`config.mk`:
```
export PLATFORM = sky130hd
export DESIGN_NAME = matrix_controller_flat
export DESIGN_NICKNAME = d
export VERILOG_FILES = /design/src/rtl/matrix_controller_if.sv /design/src/rtl/matrix_controller.sv /design/src/flat_wrapper.sv
export SDC_FILE = /design/constraint.sdc
export NUM_CORES = 1
export LEC_CHECK = 0
export CAP_MARGIN = 20
export CORE_AREA = 2 2 39 41
export CTS_BUF_LIST = sky130_fd_sc_hd__clkbuf_16
export DETAILED_ROUTE_END_ITERATION = 12
export DIE_AREA = 0 0 41 43
export DONT_BUFFER_PORTS = 1
export PLACE_DENSITY = 0.66
export SLEW_MARGIN = 20
export SYNTH_ARGS = -nofsm -noshare
export SYNTH_HDL_FRONTEND = slang
export SYNTH_SLANG_ARGS = --single-unit
```
`constraint.sdc`:
```
create_clock -name clk -period 1.1 [get_ports clk]
set_input_delay 0.22 -clock clk [delete_from_list [all_inputs] [get_ports clk]]
set_output_delay 0.22 -clock clk [all_outputs]
set_load 0.03 [all_outputs]
```
`src/rtl/matrix_controller_if.sv`:
```
// Instruction-field and control-strobe bundle between the fetch/register stage
// and the main decoder. The decoder takes the slave side.
interface matrix_controller_if;
  logic [5:0] op;
  logic [5:0] fcn;
  logic       ALUSrc;
  logic       ALUSrc2;
  logic       RegSl;
  logic       RegDst;
  logic       RegWrite;
  logic [3:0] ALUOp;
  logic       MemRead;
  logic       MemWrite;
  logic       MemtoReg;
  logic       Brnch;

  modport master (
    output op, fcn,
    input  ALUSrc, ALUSrc2, RegSl, RegDst, RegWrite, ALUOp,
    input  MemRead, MemWrite, MemtoReg, Brnch
  );

  modport slave (
    input  op, fcn,
    output ALUSrc, ALUSrc2, RegSl, RegDst, RegWrite, ALUOp,
    output MemRead, MemWrite, MemtoReg, Brnch
  );
endinterface

```
`src/rtl/matrix_controller.sv`:
```
// Main instruction decoder for the MIPS-subset datapath: (op, fcn) -> registered
// control strobes and 4-bit ALU operation, one cycle of latency.
module matrix_controller (
  input logic              clk,
  input logic              rst,
  matrix_controller_if.slave bus
);

  localparam logic [5:0] OP_RTYPE = 6'b000000;
  localparam logic [5:0] OP_SPEC2 = 6'b011100;
  localparam logic [5:0] OP_ADDI  = 6'b001000;
  localparam logic [5:0] OP_ORI   = 6'b001101;
  localparam logic [5:0] OP_LW    = 6'b100011;
  localparam logic [5:0] OP_SW    = 6'b101011;
  localparam logic [5:0] OP_BNE   = 6'b000101;

  localparam logic [5:0] FN_ADD  = 6'b100000;
  localparam logic [5:0] FN_SUB  = 6'b100010;
  localparam logic [5:0] FN_AND  = 6'b100100;
  localparam logic [5:0] FN_OR   = 6'b100101;
  localparam logic [5:0] FN_SLT  = 6'b101010;
  localparam logic [5:0] FN_SLL  = 6'b000000;
  localparam logic [5:0] FN_SRL  = 6'b000010;
  localparam logic [5:0] FN_ROTR = 6'b000110;
  localparam logic [5:0] FN_CLO  = 6'b100001;
  localparam logic [5:0] FN_CLZ  = 6'b100000;
  localparam logic [5:0] FN_MUL  = 6'b000010;

  localparam logic [3:0] ALU_ADD  = 4'b0000;
  localparam logic [3:0] ALU_SUB  = 4'b0001;
  localparam logic [3:0] ALU_AND  = 4'b0010;
  localparam logic [3:0] ALU_OR   = 4'b0011;
  localparam logic [3:0] ALU_SLT  = 4'b0100;
  localparam logic [3:0] ALU_SLL  = 4'b0101;
  localparam logic [3:0] ALU_SRL  = 4'b0110;
  localparam logic [3:0] ALU_ROTR = 4'b0111;
  localparam logic [3:0] ALU_CLO  = 4'b1000;
  localparam logic [3:0] ALU_CLZ  = 4'b1001;
  localparam logic [3:0] ALU_MUL  = 4'b1010;

  logic       alu_src_d,   alu_src_q;
  logic       alu_src2_d,  alu_src2_q;
  logic       reg_sl_d,    reg_sl_q;
  logic       reg_dst_d,   reg_dst_q;
  logic       reg_write_d, reg_write_q;
  logic [3:0] alu_op_d,    alu_op_q;
  logic       mem_read_d,  mem_read_q;
  logic       mem_write_d, mem_write_q;
  logic       mem_to_reg_d, mem_to_reg_q;
  logic       brnch_d,     brnch_q;
  logic       legal;

  always_comb begin
    alu_src_d    = 1'b0;
    alu_src2_d   = 1'b0;
    reg_sl_d     = 1'b0;
    reg_dst_d    = 1'b0;
    reg_write_d  = 1'b0;
    alu_op_d     = '0;
    mem_read_d   = 1'b0;
    mem_write_d  = 1'b0;
    mem_to_reg_d = 1'b0;
    brnch_d      = 1'b0;
    legal        = 1'b1;

    case (bus.op)
      OP_RTYPE: begin
        reg_dst_d   = 1'b1;
        reg_write_d = 1'b1;
        case (bus.fcn)
          FN_ADD:  alu_op_d = ALU_ADD;
          FN_SUB:  alu_op_d = ALU_SUB;
          FN_AND:  alu_op_d = ALU_AND;
          FN_OR:   alu_op_d = ALU_OR;
          FN_SLT:  alu_op_d = ALU_SLT;
          FN_SLL:  begin alu_op_d = ALU_SLL;  alu_src2_d = 1'b1; end
          FN_SRL:  begin alu_op_d = ALU_SRL;  alu_src2_d = 1'b1; end
          FN_ROTR: begin alu_op_d = ALU_ROTR; alu_src2_d = 1'b1; end
          default: legal = 1'b0;
        endcase
      end
      OP_SPEC2: begin
        reg_dst_d   = 1'b1;
        reg_write_d = 1'b1;
        case (bus.fcn)
          FN_CLO:  alu_op_d = ALU_CLO;
          FN_CLZ:  alu_op_d = ALU_CLZ;
          FN_MUL:  alu_op_d = ALU_MUL;
          default: legal = 1'b0;
        endcase
      end
      OP_ADDI: begin
        alu_src_d   = 1'b1;
        reg_write_d = 1'b1;
        alu_op_d    = ALU_ADD;
      end
      OP_ORI: begin
        alu_src_d   = 1'b1;
        reg_sl_d    = 1'b1;
        reg_write_d = 1'b1;
        alu_op_d    = ALU_OR;
      end
      OP_LW: begin
        alu_src_d    = 1'b1;
        reg_write_d  = 1'b1;
        mem_read_d   = 1'b1;
        mem_to_reg_d = 1'b1;
        alu_op_d     = ALU_ADD;
      end
      OP_SW: begin
        alu_src_d   = 1'b1;
        mem_write_d = 1'b1;
        alu_op_d    = ALU_ADD;
      end
      OP_BNE: begin
        brnch_d  = 1'b1;
        alu_op_d = ALU_SUB;
      end
      default: legal = 1'b0;
    endcase

    // Unsupported encodings (including X/Z fields, which match no case item)
    // collapse to a full NOP so no partial strobes leak through.
    if (!legal) begin
      alu_src_d    = 1'b0;
      alu_src2_d   = 1'b0;
      reg_sl_d     = 1'b0;
      reg_dst_d    = 1'b0;
      reg_write_d  = 1'b0;
      alu_op_d     = '0;
      mem_read_d   = 1'b0;
      mem_write_d  = 1'b0;
      mem_to_reg_d = 1'b0;
      brnch_d      = 1'b0;
    end
  end

  always_ff @(posedge clk or posedge rst) begin
    if (rst) begin
      alu_src_q    <= 1'b0;
      alu_src2_q   <= 1'b0;
      reg_sl_q     <= 1'b0;
      reg_dst_q    <= 1'b0;
      reg_write_q  <= 1'b0;
      alu_op_q     <= '0;
      mem_read_q   <= 1'b0;
      mem_write_q  <= 1'b0;
      mem_to_reg_q <= 1'b0;
      brnch_q      <= 1'b0;
    end else begin
      alu_src_q    <= alu_src_d;
      alu_src2_q   <= alu_src2_d;
      reg_sl_q     <= reg_sl_d;
      reg_dst_q    <= reg_dst_d;
      reg_write_q  <= reg_write_d;
      alu_op_q     <= alu_op_d;
      mem_read_q   <= mem_read_d;
      mem_write_q  <= mem_write_d;
      mem_to_reg_q <= mem_to_reg_d;
      brnch_q      <= brnch_d;
    end
  end

  assign bus.ALUSrc   = alu_src_q;
  assign bus.ALUSrc2  = alu_src2_q;
  assign bus.RegSl    = reg_sl_q;
  assign bus.RegDst   = reg_dst_q;
  assign bus.RegWrite = reg_write_q;
  assign bus.ALUOp    = alu_op_q;
  assign bus.MemRead  = mem_read_q;
  assign bus.MemWrite = mem_write_q;
  assign bus.MemtoReg = mem_to_reg_q;
  assign bus.Brnch    = brnch_q;

endmodule

```
`src/flat_wrapper.sv`:
```
// flat-port wrapper written by rule: the top's interface ports become plain ports
module matrix_controller_flat 
  (clk, rst, bus_op, bus_fcn, bus_ALUSrc, bus_ALUSrc2, bus_RegSl, bus_RegDst, bus_RegWrite, bus_ALUOp, bus_MemRead, bus_MemWrite, bus_MemtoReg, bus_Brnch);
  matrix_controller_if bus_i ();
  input logic clk;
  input logic rst;
  input wire logic [$bits(bus_i.op)-1:0] bus_op;
  input wire logic [$bits(bus_i.fcn)-1:0] bus_fcn;
  output wire logic [$bits(bus_i.ALUSrc)-1:0] bus_ALUSrc;
  output wire logic [$bits(bus_i.ALUSrc2)-1:0] bus_ALUSrc2;
  output wire logic [$bits(bus_i.RegSl)-1:0] bus_RegSl;
  output wire logic [$bits(bus_i.RegDst)-1:0] bus_RegDst;
  output wire logic [$bits(bus_i.RegWrite)-1:0] bus_RegWrite;
  output wire logic [$bits(bus_i.ALUOp)-1:0] bus_ALUOp;
  output wire logic [$bits(bus_i.MemRead)-1:0] bus_MemRead;
  output wire logic [$bits(bus_i.MemWrite)-1:0] bus_MemWrite;
  output wire logic [$bits(bus_i.MemtoReg)-1:0] bus_MemtoReg;
  output wire logic [$bits(bus_i.Brnch)-1:0] bus_Brnch;
  assign bus_i.op = bus_op;
  assign bus_i.fcn = bus_fcn;
  assign bus_ALUSrc = bus_i.ALUSrc;
  assign bus_ALUSrc2 = bus_i.ALUSrc2;
  assign bus_RegSl = bus_i.RegSl;
  assign bus_RegDst = bus_i.RegDst;
  assign bus_RegWrite = bus_i.RegWrite;
  assign bus_ALUOp = bus_i.ALUOp;
  assign bus_MemRead = bus_i.MemRead;
  assign bus_MemWrite = bus_i.MemWrite;
  assign bus_MemtoReg = bus_i.MemtoReg;
  assign bus_Brnch = bus_i.Brnch;
  matrix_controller u_core (.clk(clk), .rst(rst), .bus(bus_i));
endmodule
```
**Word level (Yosys, flattened, before mapping)**

Index checks and enable logic that the tools add are counted.

- RAM bits: 0
- Memories: 0
- Word-level logic and storage cells: 56
- Memory bits (read-only): 0
- Flip-flop bits (word level): 12
- Latch bits: 0
- Output and inout port bits: 13
- Input port bits: 14

- Shift operators: 0
- $lt $le $gt $ge: 0
- Add/subtract/negate cells: 0
- Multiplexer cells: 24
- Reductions and logical operators: 9
- $mul: 0
- Equal/unequal tests: 14
- Bitwise operators: 0
- Divide/modulo/power cells: 0

Operators with widths:

| operator | number |
|---|---|
| == test 6 bit, second input constant | 8 |
| one-hot mux 3 bit (7 select lines) | 1 |
| 2-to-1 mux 1 bit | 19 |
| one-hot mux 4 bit (4 select lines) | 1 |
| == test 6 x 3 -> 1 bit, second input constant | 2 |
| == test 6 x 4 -> 1 bit, second input constant | 2 |
| zero test 6 bit | 2 |
| one-hot mux 4 bit (3 select lines) | 1 |
| OR reduction 5 bit | 2 |
| OR reduction 8 bit | 1 |
| == test 6 x 2 -> 1 bit, second input constant | 1 |
| == test 6 x 5 -> 1 bit, second input constant | 1 |
| OR reduction 3 bit | 2 |
| 2-to-1 mux 4 bit | 1 |
| OR reduction 4 bit | 1 |
| one-hot mux 1 bit (3 select lines) | 1 |
| OR reduction 2 bit | 1 |

**Longest topological paths before layout**

- Depth after elaboration: 5
- Mapped depth: 5
- Gate-level depth less buffers: 4

**Worst setup path before layout**

No wires, ideal clock.

- Path type: input to register
- Start: in bus_op[2]
- End: reg u_core.reg_write_q, in the netlist u_core.bus.RegWrite
- Cell stages on the path: 4
- Data required time: 999 ps
- Arrival time: 885 ps
- Slack: 114 ps
- Buffers on the path: 0
- Setup time: 101 ps
- Path through: nand4b_1 or2_1 a21o_1 o311ai_2

- Longest elaborated chain between the ends: 4
- Elaborated cells on any way between the ends: 12
- Classes of those cells: eq/ne: 6; mux: 3; reduce/logical: 3

Ends and longest elaborated chain:

| item | RTL line | RTL |
|---|---|---|
| start: declaration | flat_wrapper.sv:7 | `input wire logic [$bits(bus_i.op)-1:0] bus_op;` |
| == test 6 x 4 -> 1 bit, or another cell as far along | matrix_controller.sv:66 | `case (bus.op)` |
| OR reduction 5 bit (no source line) | - |  |
| one-hot mux 1 bit (3 select lines) / 2-to-1 mux 1 bit (equally long branches) | matrix_controller.sv:66 |  |
| 2-to-1 mux 1 bit * | matrix_controller.sv:124 | `if (!legal) begin` |
| net u_core.reg_write_d | matrix_controller.sv:45 | `logic reg_write_d, reg_write_q;` |
| end signal: assignment | matrix_controller.sv:155 | `reg_write_q <= reg_write_d;` |
| end: declaration | matrix_controller.sv:45 |  |

The timed path passes the listed nets; every way through them passes the cells marked *.

==> flow_metrics.tcl <==
set metrics [dict create \
    critPathArrivalTime_ns 0.78 \
    synthXorXnorAreaFrac_pct 1.37 \
    cts_root_buffer "clkbuf_16" \
    synth_nets 77 \
    seqPwrFrac_pct 39.6 \
    max-vdd-ir-drop_v 0.000621 \
    switching_share_pct 17.7 \
    cts_tree "yes" \
    drtIter0Drc 9 \
    grt_pass1_wl_um 1900 \
    finalSetupViolations 0 \
    dr.pass1.iters 4 \
    dr_total_vias 510 \
    fmax_mhz 999 \
    cpPeakStageDelay_ns 0.35 \
    clock-sinks 12 \
    nets 83 \
    finalHoldViolations 0 \
    fp.coreArea_um2 1380 \
    synth-compound-area-share_pct 19.4 \
    cp_max_fo 2 \
    final_core_utilization_pct 54.0 \
    hp-class "in -> reg" \
    drive_above_1_share_pct 11.9 \
    areaGrowthSynthToFinish_pct 16.8 \
    wl_per_cell_um 14.8 \
    cts_resized 0 \
    synthCells 63 \
    criticalPathCategory "reg -> out" \
    die-width_um 41 \
    muxShareOfSynthArea_pct 0 \
    routed_wl_um 1230 \
    ys_types 32 \
    critPathCaptureType "output pin" \
    fin_tns_setup_ns 0 \
    worstSetupStartpointType "register" \
    io_pins 27 \
    synth_edf_count 0 \
    final_common_cell "dfrtp_1" \
    cp_slowest_cell "dfrtp_1" \
    drtAntennaViolNets 0 \
    cts_hold_buf 1 \
    slew_headroom_pct 71.1 \
    crit_family "flip-flops" \
    drv_cap 0 \
    dpl.cell_count 79 \
    synth_async_sr_flop_share_pct 100 \
    stdcell_count 83 \
    cp.buffers_inverters 1 \
    rows 14 \
    yosys.area_share.simple_pct 29.2 \
    power.switching_w 0.000205 \
    clkSlewWorstSetupHoldPaths_ns 0.04 \
    internal_power_w 0.000955 \
    die_area_um2 1760 \
    power.leakage_nw 0.333 \
    cts_buffers 3 \
    finalInstanceArea_um2 747 \
    yosys.area_share.adder_pct 0 \
    grtUsageTotal_pct 16.3 \
    yosys_warnings 0 \
    fp.dieH_um 43 \
    synth_top_family_by_area "simple AND/OR/NAND/NOR gates" \
    ys_seq_area_share_pct 47.0 \
    mostFrequentLayoutCells "12 x dfrtp_1, 6 x nor2_1, 4 x nand2b_1" \
    p_comb_share_pct 6.4 \
    start_util_pct 46.2 \
    finalCriticalPeriod_ns 1.00 \
    synth_ff_type "dfrtp_1" \
    syn_area_per_cell_um2 10.1 \
    cp_data_required_time_ns 0.88 \
    p_per_area_nw_per_um2 1550 \
    worstMarginPinSlew_ns 0.433 \
    drc_errors 0 \
    htreeDepth 1 \
    post-route-period-util_pct 91.0 \
    place.gp.congestion 0.787 \
    antenna_cells 0 \
    pwr-share-clk_pct 54.0 \
    rsz0062_at_grt "false" \
    placedInstanceArea_um2 662 \
    cts_setup_buffers 0 \
    slew_violations 0 \
    antenna_found_initial 0 \
    portBuffers 0 \
    grt_max_degree 13 \
    clk_path_buf_depth 2 \
    overflow 0 \
    synth_seq_cells 12 \
    vias_per_cell 6.14 \
    netlist_area_um2 639 \
    grt_pass1_vias 457 \
    dpl.hpwl_um 930 \
    path_cells "buf_4" \
    status "complete, no violations" \
]
## cell usage after synthesis, drive strengths merged, types with 2 or more instances
cell,number,area share (%)
a31oi,2,2.0
buf,2,2.0
nand4b,2,2.7
nor2b,3,4.1
and3,2,2.0
o21ai,2,1.6
nand3,3,2.3
a21oi,3,2.3
nor2,6,3.5
nand2b,4,3.9
dfrtp,12,47
inv,2,1.2
nor4,3,2.9
## sequential cells by signal, summed over array words and instances, names as in the netlist
| signal | flops |
|---|---|
| u_core.bus.ALUOp | 4 |
| u_core.bus.MemRead | 1 |
| u_core.bus.ALUSrc2 | 1 |
| u_core.bus.RegSl | 1 |
| u_core.bus.ALUSrc | 1 |
| u_core.bus.Brnch | 1 |
| u_core.bus.RegWrite | 1 |
| u_core.bus.RegDst | 1 |
| u_core.bus.MemWrite | 1 |
## metal layers
metal  vias to the layer above  track usage (%)  part of all wire (%)
li1                        245                -                     -
met1                       243             18.9                    40
met2                        20             23.8                    52
met3                         2             3.66                   6.3
met4                         0             14.0                   1.5
met5                         -                0                     0
## stage by stage
| stage | total power, W | setup WS, ns | hold WS, ns |
|---|---|---|---|
| after floorplan | 0.000531 | 0.114 | 0.0847 |
| after global placement | 0.000536 | 0.0434 | 0.126 |
| after detailed placement | 0.000537 | 0.0138 | 0.131 |
| after CTS | 0.00117 | 0.0911 | 0.0413 |
| after global routing | 0.00121 | 0.0786 | 0.0403 |
| final | 0.00116 | 0.0988 | 0.0455 |
## path summary, 6_finish.rpt
kind,start,end,slack (ns),depth (start not counted)
max,u_core.bus.MemRead,bus_MemtoReg,0.1,1
min,bus_op[4],u_core.bus.ALUSrc,0.05,1
min in group asynchronous,rst,u_core.bus.RegSl,0.43,2
max in group asynchronous,rst,u_core.bus.ALUOp[1],0.37,2
## cells by family (layout without fill, tap and decap cells)
logic type	count (synthesis)	count (layout)
XOR/XNOR	1	1
AO/OA/AOI/OAI	16	16
flip-flops	12	12
AND/OR/NAND/NOR	30	30
buffers and inverters	4	8
## cell type report
cell class              instances  area [um^2]
clock buffers                   3         75.1
fillers                       120          637
inverters                       2         7.51
multi-input cells              47          319
flip-flops and latches         12          300
well taps                      16         20.0
repair buffers                  3         25.0
## power by group through the flow
stage	Clock (W)	Combinational [W]	Sequential [W]
3_3_place_gp	0	0.0000703	0.000466
2_1_floorplan	0	0.0000648	0.000466
4_1_cts	0.000639	0.0000741	0.000460
3_5_place_dp	0	0.0000707	0.000466
5_1_grt	0.000666	0.0000827	0.000460
6_report	0.000626	0.0000737	0.000460
(Power assumes the default switching activity.)
